$ cat config.mk
export PLATFORM = sky130hd
export DESIGN_NAME = ysyx_23060042_lsu
export DESIGN_NICKNAME = d
export VERILOG_FILES = /design/src/rtl/ysyx_23060042_lsu.sv
export SDC_FILE = /design/constraint.sdc
export NUM_CORES = 1
export LEC_CHECK = 0
export ABC_AREA = 1
export BUFFER_PORTS_ARGS = -buffer_cell sky130_fd_sc_hd__buf_2
export CAP_MARGIN = 40
export CORE_ASPECT_RATIO = 0.75
export CORE_UTILIZATION = 49
export CTS_BUF_LIST = sky130_fd_sc_hd__clkbuf_4 sky130_fd_sc_hd__clkbuf_8 sky130_fd_sc_hd__clkbuf_16
export DETAILED_ROUTE_END_ITERATION = 8
export GPL_ROUTABILITY_DRIVEN = 1
export PLACE_DENSITY = 0.8
export SYNTH_ARGS = -nofsm -noshare
export SYNTH_HDL_FRONTEND = slang
export SYNTH_SLANG_ARGS = --single-unit
$ cat constraint.sdc
create_clock -name clk -period 3.18 [get_ports clk]
set_clock_uncertainty 0.05 [all_clocks]
set_input_delay 0.636 -clock clk [delete_from_list [all_inputs] [get_ports clk]]
set_output_delay 0.636 -clock clk [all_outputs]
set_load 0.005 [all_outputs]
$ cat src/rtl/ysyx_23060042_lsu.sv
// ysyx_23060042_lsu: single-transaction load/store unit with alignment checks,
// byte-lane steering, load extension and a REQ+WAIT timeout.
module ysyx_23060042_lsu #(
    parameter int TIMEOUT = 255
) (
    input  logic        clk,
    input  logic        rst,
    input  logic        in_valid,
    output logic        in_ready,
    input  logic [31:0] addr,
    input  logic [31:0] wdata_in,
    input  logic        ren,
    input  logic        wen,
    input  logic [1:0]  size,
    input  logic        unsign,
    output logic        out_valid,
    input  logic        out_ready,
    output logic [31:0] mrdata,
    output logic        err,
    output logic        bus_req_valid,
    input  logic        bus_req_ready,
    output logic [31:0] bus_addr,
    output logic        bus_wen,
    output logic [31:0] bus_wdata,
    output logic [3:0]  bus_wstrb,
    input  logic        bus_resp_valid,
    input  logic [31:0] bus_rdata,
    input  logic        bus_resp_err
);
    localparam int CW = $clog2(TIMEOUT);

    typedef enum logic [1:0] {IDLE, REQ, WAIT, RESP} state_t;

    state_t        state_q, state_d;
    logic [CW-1:0] cnt_q, cnt_d;
    logic [31:0]   addr_q, wdata_q, mrdata_q, mrdata_d;
    logic [1:0]    size_q;
    logic          ren_q, wen_q, uns_q, err_q, err_d;
    logic          accept, misaligned, timeout;
    logic [7:0]    lb;
    logic [15:0]   lh;
    logic [31:0]   ld;

    assign in_ready   = state_q == IDLE && !rst;
    assign accept     = in_valid && in_ready;
    assign misaligned = size == 2'b11 || (size == 2'b01 && addr[0]) || (size == 2'b10 && addr[1:0] != 2'b00);
    assign timeout    = cnt_q == CW'(TIMEOUT - 1);

    assign lb = bus_rdata[{addr_q[1:0], 3'b000} +: 8];
    assign lh = addr_q[1] ? bus_rdata[31:16] : bus_rdata[15:0];
    assign ld = size_q == 2'b00 ? {{24{lb[7] & ~uns_q}}, lb} :
                size_q == 2'b01 ? {{16{lh[15] & ~uns_q}}, lh} : bus_rdata;

    // The request is withdrawn in the timeout cycle so an aborted op never handshakes.
    assign bus_req_valid = state_q == REQ && !timeout;
    assign bus_addr      = {addr_q[31:2], 2'b00};
    assign bus_wen       = wen_q;
    assign bus_wdata     = size_q == 2'b00 ? {4{wdata_q[7:0]}} :
                           size_q == 2'b01 ? {2{wdata_q[15:0]}} : wdata_q;
    assign bus_wstrb     = !wen_q ? 4'b0000 :
                           size_q == 2'b00 ? 4'b0001 << addr_q[1:0] :
                           size_q == 2'b01 ? 4'b0011 << addr_q[1:0] : 4'b1111;

    assign out_valid = state_q == RESP;
    assign mrdata    = mrdata_q;
    assign err       = err_q;

    always_comb begin
        state_d  = state_q;
        cnt_d    = cnt_q;
        mrdata_d = mrdata_q;
        err_d    = err_q;
        case (state_q)
            IDLE: if (accept) begin
                mrdata_d = '0;
                err_d    = (ren || wen) && misaligned;
                state_d  = (ren || wen) && !misaligned ? REQ : RESP;
                cnt_d    = '0;
            end
            REQ: begin
                cnt_d = cnt_q + CW'(1);
                if (timeout) begin
                    state_d = RESP;
                    err_d   = 1'b1;
                end else if (bus_req_ready) state_d = WAIT;
            end
            WAIT: begin
                cnt_d = cnt_q + CW'(1);
                if (bus_resp_valid) begin
                    state_d  = RESP;
                    err_d    = bus_resp_err;
                    mrdata_d = ren_q && !bus_resp_err ? ld : '0;
                end else if (timeout) begin
                    state_d = RESP;
                    err_d   = 1'b1;
                end
            end
            RESP: if (out_ready) state_d = IDLE;
        endcase
    end

    always_ff @(posedge clk) begin
        if (rst) begin
            state_q  <= IDLE;
            cnt_q    <= '0;
            mrdata_q <= '0;
            err_q    <= 1'b0;
        end else begin
            state_q  <= state_d;
            cnt_q    <= cnt_d;
            mrdata_q <= mrdata_d;
            err_q    <= err_d;
        end
        if (accept) begin
            addr_q  <= addr;
            wdata_q <= wdata_in;
            ren_q   <= ren;
            wen_q   <= wen;
            size_q  <= size;
            uns_q   <= unsign;
        end
    end
endmodule
# Yosys cells after proc, flatten, opt, wreduce, memory -nomap -nowiden
# Cells that the tools add are included.
[totals]
reg_bits = 112
inputBits = 108
output_inout_bits = 105
wordCells = 82
[classes]
add_sub_neg = 1
eq_ne = 13
n_shift = 3
n_mux = 26
n_bitwise = 3
reduce_logical = 26
[ops]
columns = ["cell", "count"]
rows = [
  ["2-to-1 mux 32 bit", 7],
  ["one-hot mux 32 bit (2 select lines)", 1],
  ["variable part select 32 x 6 -> 8 bit", 1],
  ["2-to-1 mux 16 bit", 1],
  ["one-hot mux 8 bit (2 select lines)", 1],
  ["2-to-1 mux 2 bit", 7],
  ["2-to-1 mux 4 bit", 3],
  ["adder 8 x 1 -> 8 bit (second input constant)", 1],
  ["equality test 2 bit (second input constant)", 4],
  ["equality test 8 bit (second input constant)", 1],
  ["logical AND 1 bit", 8],
  ["2-to-1 mux 8 bit", 1],
  ["one-hot mux 2 bit (4 select lines)", 1],
  ["equality test 2 x 1 -> 1 bit (second input constant)", 3],
  ["inequality test 3 bit (second input constant)", 2],
  ["nonzero test 2 bit", 3],
  ["logical NOT 1 bit", 4],
  ["logical NOT 2 bit", 2],
  ["inequality test 2 bit (second input constant)", 2],
  ["AND reduction 2 bit", 2],
  ["AND reduction 4 bit", 1],
  ["left shift 1 x 2 -> 4 bit (first input constant)", 1],
  ["left shift 2 x 2 -> 4 bit (first input constant)", 1],
  ["logical OR 1 bit", 3],
  ["8 further kinds", 11],
]

# Logic depth before layout (Yosys ltp)
# Gate-level depths: netlist of the first run.
[depth]
depth_word = 9
depth_mapped = 11

# Least setup slack after synthesis of the first run
# No wires, ideal clock.
[synth_timing]
kind = "in2reg"
start = "input port rst"
end = "register cnt_q[2]"
setup_time_ns = 0.120
arrival_ns = 2.769
path_slack_ns = 0.241
path_stages = 7
n_path_buf = 1
path_cell_list = "clkbuf_2 > inv_1 > nand3_1 > inv_1 > a21oi_1 > inv_1 > nor3_1"
[synth_via]
elab_chain_len = 5
[synth_lines]
columns = ["element", "line", "source"]
rows = [
  ["start, declared", "7", "input logic rst,"],
  ["logical NOT 1 bit", "44", "assign in_ready = state_q == IDLE && !rst;"],
  ["logical AND 1 bit", "44", ""],
  ["logical AND 1 bit", "45", "assign accept = in_valid && in_ready;"],
  ["net accept", "39", "logic accept, misaligned, timeout;"],
  ["inequality test 2 bit (no line)", "--", ""],
  ["AND reduction 2 bit (no line)", "--", ""],
  ["end signal, assigned", "110", "cnt_q <= cnt_d;"],
  ["end, declared", "35", "logic [CW-1:0] cnt_q, cnt_d;"],
]
# The timed path passes the listed nets, and every way through them passes these cells.
# A chain may end at the register's enable or synchronous reset.

# Final worst setup path of the first run
[layout_timing]
start = "register size_q[1]"
end = "output port bus_wdata[25]"
[layout_via]
elab_chain_len = 3
elab_cells_between_ends = 4
[layout_lines]
columns = ["element", "line", "source"]
rows = [
  ["start, declared", "37", "logic [1:0] size_q;"],
  ["start signal, assigned", "119", "size_q <= size;"],
  ["equality test 2 x 1 -> 1 bit", "59", "size_q == 2'b01 ? {2{wdata_q[15:0]}} : wdata_q;"],
  ["2-to-1 mux 32 bit", "59", ""],
  ["2-to-1 mux 32 bit (*)", "58", "assign bus_wdata = size_q == 2'b00 ? {4{wdata_q[7:0]}} :"],
  ["end, declared", "24", "output logic [31:0] bus_wdata,"],
]
# Every way passes the cells marked *; elsewhere a longest branch is shown, timed or not.

==> impl_metrics.csv, run 1 <==
group,metric,value,unit
outcome,status,"finished clean",
logic_synthesis,synthCells,618,
worst_setup_path,critPathCaptureType,"output port",
die,floorplan.initialDensity,50.4,%
grt,overflow,0,
grt,grt_use_total,25.3,%
clock_tree,clock_sink_count,112,
detailed_routing,detail_route.vias_per_cell,5.28,
logic_synthesis,muxShareOfSynthArea,0,%
job,drv_cap,0,
clock_tree,cts.hold.buffers_added,0,
power_and_ir_drop,switching_share,32.6,%
timing,setup-tns-final,0,ns
power_and_ir_drop,cellInternalPower,2640,uW
layout,mostFrequentLayoutCell,"sky130_fd_sc_hd__buf_2",
clock_tree,tritoncts,"built",
die,floorplan.die.width,124,um
clock_tree,h-tree-depth,3,
logic_synthesis,combinational_family_with_the_most_area_after_synthesis,"simple AND/OR/NAND/NOR gates",
logic_synthesis,synth_seq_cells,112,
timing,report.final.hold_viol_count,0,
timing,whs,0.406,ns
power_and_ir_drop,power.share.sequential,45.7,%
detailed_routing,routedWlPerCell,15.9,um
logic_synthesis,synth_adder_area_share,2.72,%
worst_setup_path,critical_path_required,2.49,ns
logic_synthesis,synth_seq_area_share,53.2,%
clock_tree,clockRootBuffer,"sky130_fd_sc_hd__clkbuf_16",
layout,multi_input_comb_area,0.00192,mm2
timing,slew_violations,0,
detailed_routing,remaining_drc_errors,0,
power_and_ir_drop,leakagePower,0.00298,uW
worst_hold_path,hold_path.class,"input port to flop",
logic_synthesis,synthesis.area,0.00551,mm2
placement,place.gp.congestion,0.973,
timing,slew_headroom,64.8,%
layout,final_cell_mix,"sky130_fd_sc_hd__buf_2, sky130_fd_sc_hd__nand2_1, sky130_fd_sc_hd__edfxtp_1",
layout,total_inserted_antenna_cells,0,
clock_tree,cts_max_path_buffers,2,
power_and_ir_drop,netSwitchingPower,1270,uW
logic_synthesis,synthSimpleGateAreaFrac,21.3,%
placement,detailedPlace.worstSlack,0.724,ns
grt,number_of_antenna_violations_at_the_first_check_in_global_routing,0,
detailed_routing,drtAntennaViolNets,0,
die,core.rowCount,33,
timing,timing.final.crit_period,2.88,ns
clock_tree,post_cts_setup_driven_buffer_insertion_count,0,
logic_synthesis,count_of_cell_types_in_the_netlist,32,
placement,quantity_of_i_o_buffers_inserted_on_ports,210,
grt,grt_max_degree,70,
timing,timing_worst_slew_pin_value,0.526,ns
power_and_ir_drop,pwr-share-clk,28.4,%
layout,register_area,0.00293,mm2
layout,post_route_cells_drive_above_1_share,32.5,%
timing,achievable_frequency,0.347,GHz
grt,first_global_vias,4641,
clock_tree,cts_buffers,9,
die,design.die.area,0.0117,mm2
timing,fin_crit_sh,90.6,%
logic_synthesis,synth.area.top_cells,"sky130_fd_sc_hd__edfxtp_1, sky130_fd_sc_hd__dfxtp_1, sky130_fd_sc_hd__nand2_1",
layout,area_delta_synth_final,20.6,%
detailed_routing,drt_wl_total,14700,um
logic_synthesis,ys_warn_count,0,
power_and_ir_drop,power.share.combinational,25.9,%
logic_synthesis,yosysTopAreaCellShare,37.6,%
worst_setup_path,crit_path_max_fanout,18,
logic_synthesis,syn_area_per_cell,8.92,um2
clock_tree,ctsResizeCount,0,
logic_synthesis,post_synthesis_share_of_cell_area_spent_on_xor_and_xnor_gates,0.159,%
die,i_o_pins,213,
timing,grt_setup_unrepaired,"no",
detailed_routing,dr_total_vias,4883,
layout,final_net_count,899,
power_and_ir_drop,vdd_drop_max,0.469,mV
timing,total_setup_violations_reported_at_the_end_of_the_flow,0,
layout,fill_cells,985,
placement,hpwl,11100,um
die,die_height,93.9,um
worst_setup_path,worst_setup_path_start_kind,"flop",
logic_synthesis,synth-compound-area-share,10.5,%
grt,grt_pass1_wl,23200,um
power_and_ir_drop,power_density,588,mW/mm2
clock_tree,worst_setup_hold_path_clk_slew,0.08,ns
timing,finalWorstSetupSlack,0.299,ns
detailed_routing,drt-initial-drc-count,467,
detailed_routing,first_pass_iters,5,
worst_setup_path,arrival,2.20,ns
power_and_ir_drop,power,3910,uW
logic_synthesis,yosysTopAreaCell,"sky130_fd_sc_hd__edfxtp_1",
worst_setup_path,crit_path_kind,"flop to output port",
die,core-area,0.0109,mm2
clock_tree,clkLatencyLatePin,0.35,ns
[critical path, cell delays in order (launching register included)]
cell and delay (ns):
sky130_fd_sc_hd__edfxtp_1 0.41, sky130_fd_sc_hd__inv_2 0.28, sky130_fd_sc_hd__nand2_1 0.11, sky130_fd_sc_hd__inv_1 0.38
sky130_fd_sc_hd__buf_4 0.28, sky130_fd_sc_hd__nand2_1 0.10, sky130_fd_sc_hd__o211ai_1 0.13, sky130_fd_sc_hd__buf_2 0.16
[metrics by stage]
stage	utilization, %	cell area (um2)	std cells
detailed placement	58.1	6360	908
global placement	58.1	6360	908
global route	60.8	6650	924
floorplan	-	5520	619
CTS	60.8	6650	924
finish	60.8	6650	924
[power by group through the flow]
stage	logic (uW)	registers, uW	clock network, uW
2_1_floorplan	699	1810	0
3_3_place_gp	984	1810	0
3_5_place_dp	1010	1820	0
4_1_cts	1010	1790	1140
5_1_grt	1130	1800	1190
6_report	1010	1790	1110
[metal layers]
metal	share of wire [%]	routed length, um	vias up	GRT usage [%]
li1	-	-	2348	-
met2	47	6920	213	41.8
met4	1.5	218	0	7.33
met3	7.3	1080	25	5.58
met1	44	6450	2297	33.6
met5	0	0	-	0
[Yosys cell counts, drive strengths merged]
master / n
nand3b: 3
xor2: 1
nand2: 165
ha: 12
o21ai: 28
nor2: 23
nand4: 18
inv: 52
a21oi: 52
a211oi: 1
or2: 9
o22ai: 1
o211ai: 20
clkinv: 1
buf: 60
nor3: 3
nor3b: 1
conb: 1
edfxtp: 69
dfxtp: 43
clkbuf: 10
nand3: 44
o21bai: 1
[layout make-up]
class	count	share of cell area, %
Clock inverter	7	1.02
Inverter	53	2.99
Clock buffer	9	3.39
Tap cell	140	2.63
Timing Repair Buffer	219	17.0
Multi-Input combinational cell	384	28.9
Sequential cell	112	44.1
[state kept, by name, summed over array words and instances (netlist names)]
register  count
size_q        2
bus_wen       1
ren_q         1
cnt_q         8
state_q       2
wdata_q      32
uns_q         1
err           1
addr_q       32
mrdata       32
[cell families (layout without fill, tap and decap cells)]
group / Yosys count / in the layout
other: 1 / 2
adder cells (fa/ha/maj): 12 / 12
AO/OA/AOI/OAI: 103 / 103
AND/OR/NAND/NOR: 266 / 266
XOR/XNOR: 1 / 1
buffers and inverters: 123 / 288
flip-flops: 112 / 112
[final timing paths]
kind / end / slack, ns / startpoint / depth (start not counted)
setup / recovery: bus_wdata[25] / 0.30 / size_q[1] / 7
hold / removal: wdata_q[9] / 0.41 / wdata_in[9] / 1
hold reg to reg: mrdata[26] / 0.42 / mrdata[26] / 2
setup reg to reg: mrdata[18] / 1.05 / state_q[0] / 8
Power figures use the tool's default switching activity.
==> run 2, diff against run 1 <==
- CORE_UTILIZATION: 49 -> 45
- GPL_TIMING_DRIVEN: not set -> 0
- PLACE_DENSITY: 0.8 -> 0.75
==> impl_metrics.csv, run 2 (synthesized netlist as in run 1, its figures left out) <==
group,metric,value,unit
worst_setup_path,critical_path_required,2.49,ns
power_and_ir_drop,vdd_drop_max,0.300,mV
grt,number_of_antenna_violations_at_the_first_check_in_global_routing,0,
die,floorplan.initialDensity,46.8,%
clock_tree,ctsResizeCount,0,
clock_tree,worst_setup_hold_path_clk_slew,0.08,ns
clock_tree,clkLatencyLatePin,0.34,ns
worst_setup_path,startpoint,"size_q[1]",
clock_tree,cts_buffers,9,
clock_tree,tritoncts,"built",
layout,post_route_cells_drive_above_1_share,36.3,%
power_and_ir_drop,leakagePower,0.00324,uW
grt,grt_pass1_wl,23600,um
die,floorplan.die.width,130,um
power_and_ir_drop,cellInternalPower,2710,uW
power_and_ir_drop,switching_share,32.3,%
die,die_height,97.9,um
timing,slew_headroom,58.0,%
layout,mostFrequentLayoutCell,"sky130_fd_sc_hd__buf_2",
die,core-area,0.0118,mm2
power_and_ir_drop,netSwitchingPower,1290,uW
clock_tree,h-tree-depth,3,
placement,hpwl,11800,um
worst_setup_path,arrival,2.14,ns
layout,area_delta_synth_final,28.3,%
worst_setup_path,crit_path_max_fanout,10,
timing,total_setup_violations_reported_at_the_end_of_the_flow,0,
detailed_routing,routedWlPerCell,15.1,um
power_and_ir_drop,power.share.combinational,27.9,%
worst_setup_path,critical_path_buf_inv_count,5,
detailed_routing,drt-initial-drc-count,308,
worst_setup_path,cpPeakStageDelay,0.43,ns
timing,timing_worst_slew_pin_value,0.630,ns
grt,grt_max_degree,42,
detailed_routing,remaining_drc_errors,0,
layout,final_util,60.0,%
timing,achievable_frequency,0.354,GHz
layout,total_inserted_antenna_cells,0,
worst_setup_path,worst-r2r-cell-count,5,
clock_tree,clockRootBuffer,"sky130_fd_sc_hd__clkbuf_16",
worst_setup_path,critical_path_cell_count,7,
placement,quantity_of_i_o_buffers_inserted_on_ports,209,
detailed_routing,drtAntennaViolNets,0,
worst_setup_path,worstReg2RegStart,"state_q[0]",
worst_hold_path,hold_path.class,"input port to flop",
outcome,status,"finished clean",
detailed_routing,first_pass_iters,5,
layout,final_cell_mix,"sky130_fd_sc_hd__buf_2, sky130_fd_sc_hd__nand2_1, sky130_fd_sc_hd__edfxtp_1",
timing,report.final.hold_viol_count,0,
timing,slew_violations,0,
worst_hold_path,hold_path_startpoint,"addr[3]",
grt,grt_use_total,24.2,%
timing,setup-tns-final,0,ns
power_and_ir_drop,power_density,566,mW/mm2
detailed_routing,dr_total_vias,5024,
timing,fin_crit_sh,88.9,%
clock_tree,clock_sink_count,112,
die,core.rowCount,34,
placement,placed_cells_incl_taps,991,
worst_setup_path,crit_family,"buffers and inverters",
timing,grt_setup_unrepaired,"no",
detailed_routing,drt_wl_total,15200,um
detailed_routing,detail_route.vias_per_cell,4.99,
placement,place.gp.congestion,0.932,
clock_tree,cts.hold.buffers_added,0,
grt,overflow,0,
clock_tree,post_cts_setup_driven_buffer_insertion_count,0,
layout,layoutNonFillerInstCount,1007,
power_and_ir_drop,pwr-share-clk,27.5,%
worst_setup_path,worst_setup_path_start_kind,"flop",
layout,final_net_count,960,
grt,first_global_vias,4454,
worst_setup_path,crit_path_kind,"flop to output port",
die,i_o_pins,213,
power_and_ir_drop,power.share.sequential,44.7,%
job,drv_cap,0,
clock_tree,cts_max_path_buffers,2,
worst_setup_path,critPathCaptureType,"output port",
timing,timing.final.crit_period,2.83,ns
worst_hold_path,min_delay_path_depth,1,
worst_setup_path,timing.critical_path.cells,"buf_4 -> inv_2 -> nand2_1 -> inv_1 -> clkbuf_1 -> o21ai_0 -> buf_2",
worst_setup_path,crit_slowest_cell,"sky130_fd_sc_hd__clkbuf_1",
die,design.die.area,0.0127,mm2
run 2: cell types whose count changed in the layout (fill, tap and decap cells not counted):
cell / delta
sky130_fd_sc_hd__clkbuf_1: +9
sky130_fd_sc_hd__buf_6: +3
sky130_fd_sc_hd__buf_4: +35
sky130_fd_sc_hd__clkbuf_2: +1
sky130_fd_sc_hd__buf_2: +13
sky130_fd_sc_hd__clkinv_4: +1
sky130_fd_sc_hd__clkinvlp_4: -1
sky130_fd_sc_hd__clkinv_2: +1
sky130_fd_sc_hd__inv_8: -1
run 2: metrics by stage:
stage	cell area, um2	total power, uW	hold WS [ns]	setup WS [ns]
global route	7070	4240	0.388	0.214
floorplan	5520	2500	0.384	0.241
CTS	7070	4020	0.401	0.360
finish	7070	4010	0.408	0.354
detailed placement	6790	2940	0.404	0.744
global placement	6770	2910	0.398	-0.594
run 2: per-layer routing:
layer	up-vias	global-route usage [%]	part of all wire (%)
met5	-	0	0
met4	0	4.65	1.1
met3	15	3.89	6.4
met2	188	38.2	46
met1	2341	35.1	47
li1	2480	-	-
run 2: final timing paths:
check / slack (ns) / endpoint
worst min-delay path: 0.41 / addr_q[3]
worst min register to register: 0.41 / mrdata[5]
worst max register to register: 0.85 / addr_q[14]
worst max-delay path: 0.35 / bus_wdata[9]
run 2: power by group through the flow:
stage	clock, uW	sequential [uW]	combinational [uW]
final	1100	1790	1120
after global routing	1190	1810	1250
after CTS	1120	1790	1120
after detailed placement	0	1820	1110
after global placement	0	1830	1090
after floorplan	0	1810	699
run 2: layout make-up:
type                    count  area [um2]
plain buffers              70         465
clock buffers               9         225
clock inverters             7        62.6
fillers                  1086        4710
inverters                  53         199
multi-input cells         384        1920
flip-flops and latches    112        2930
well taps                 162         203
repair buffers            210        1070
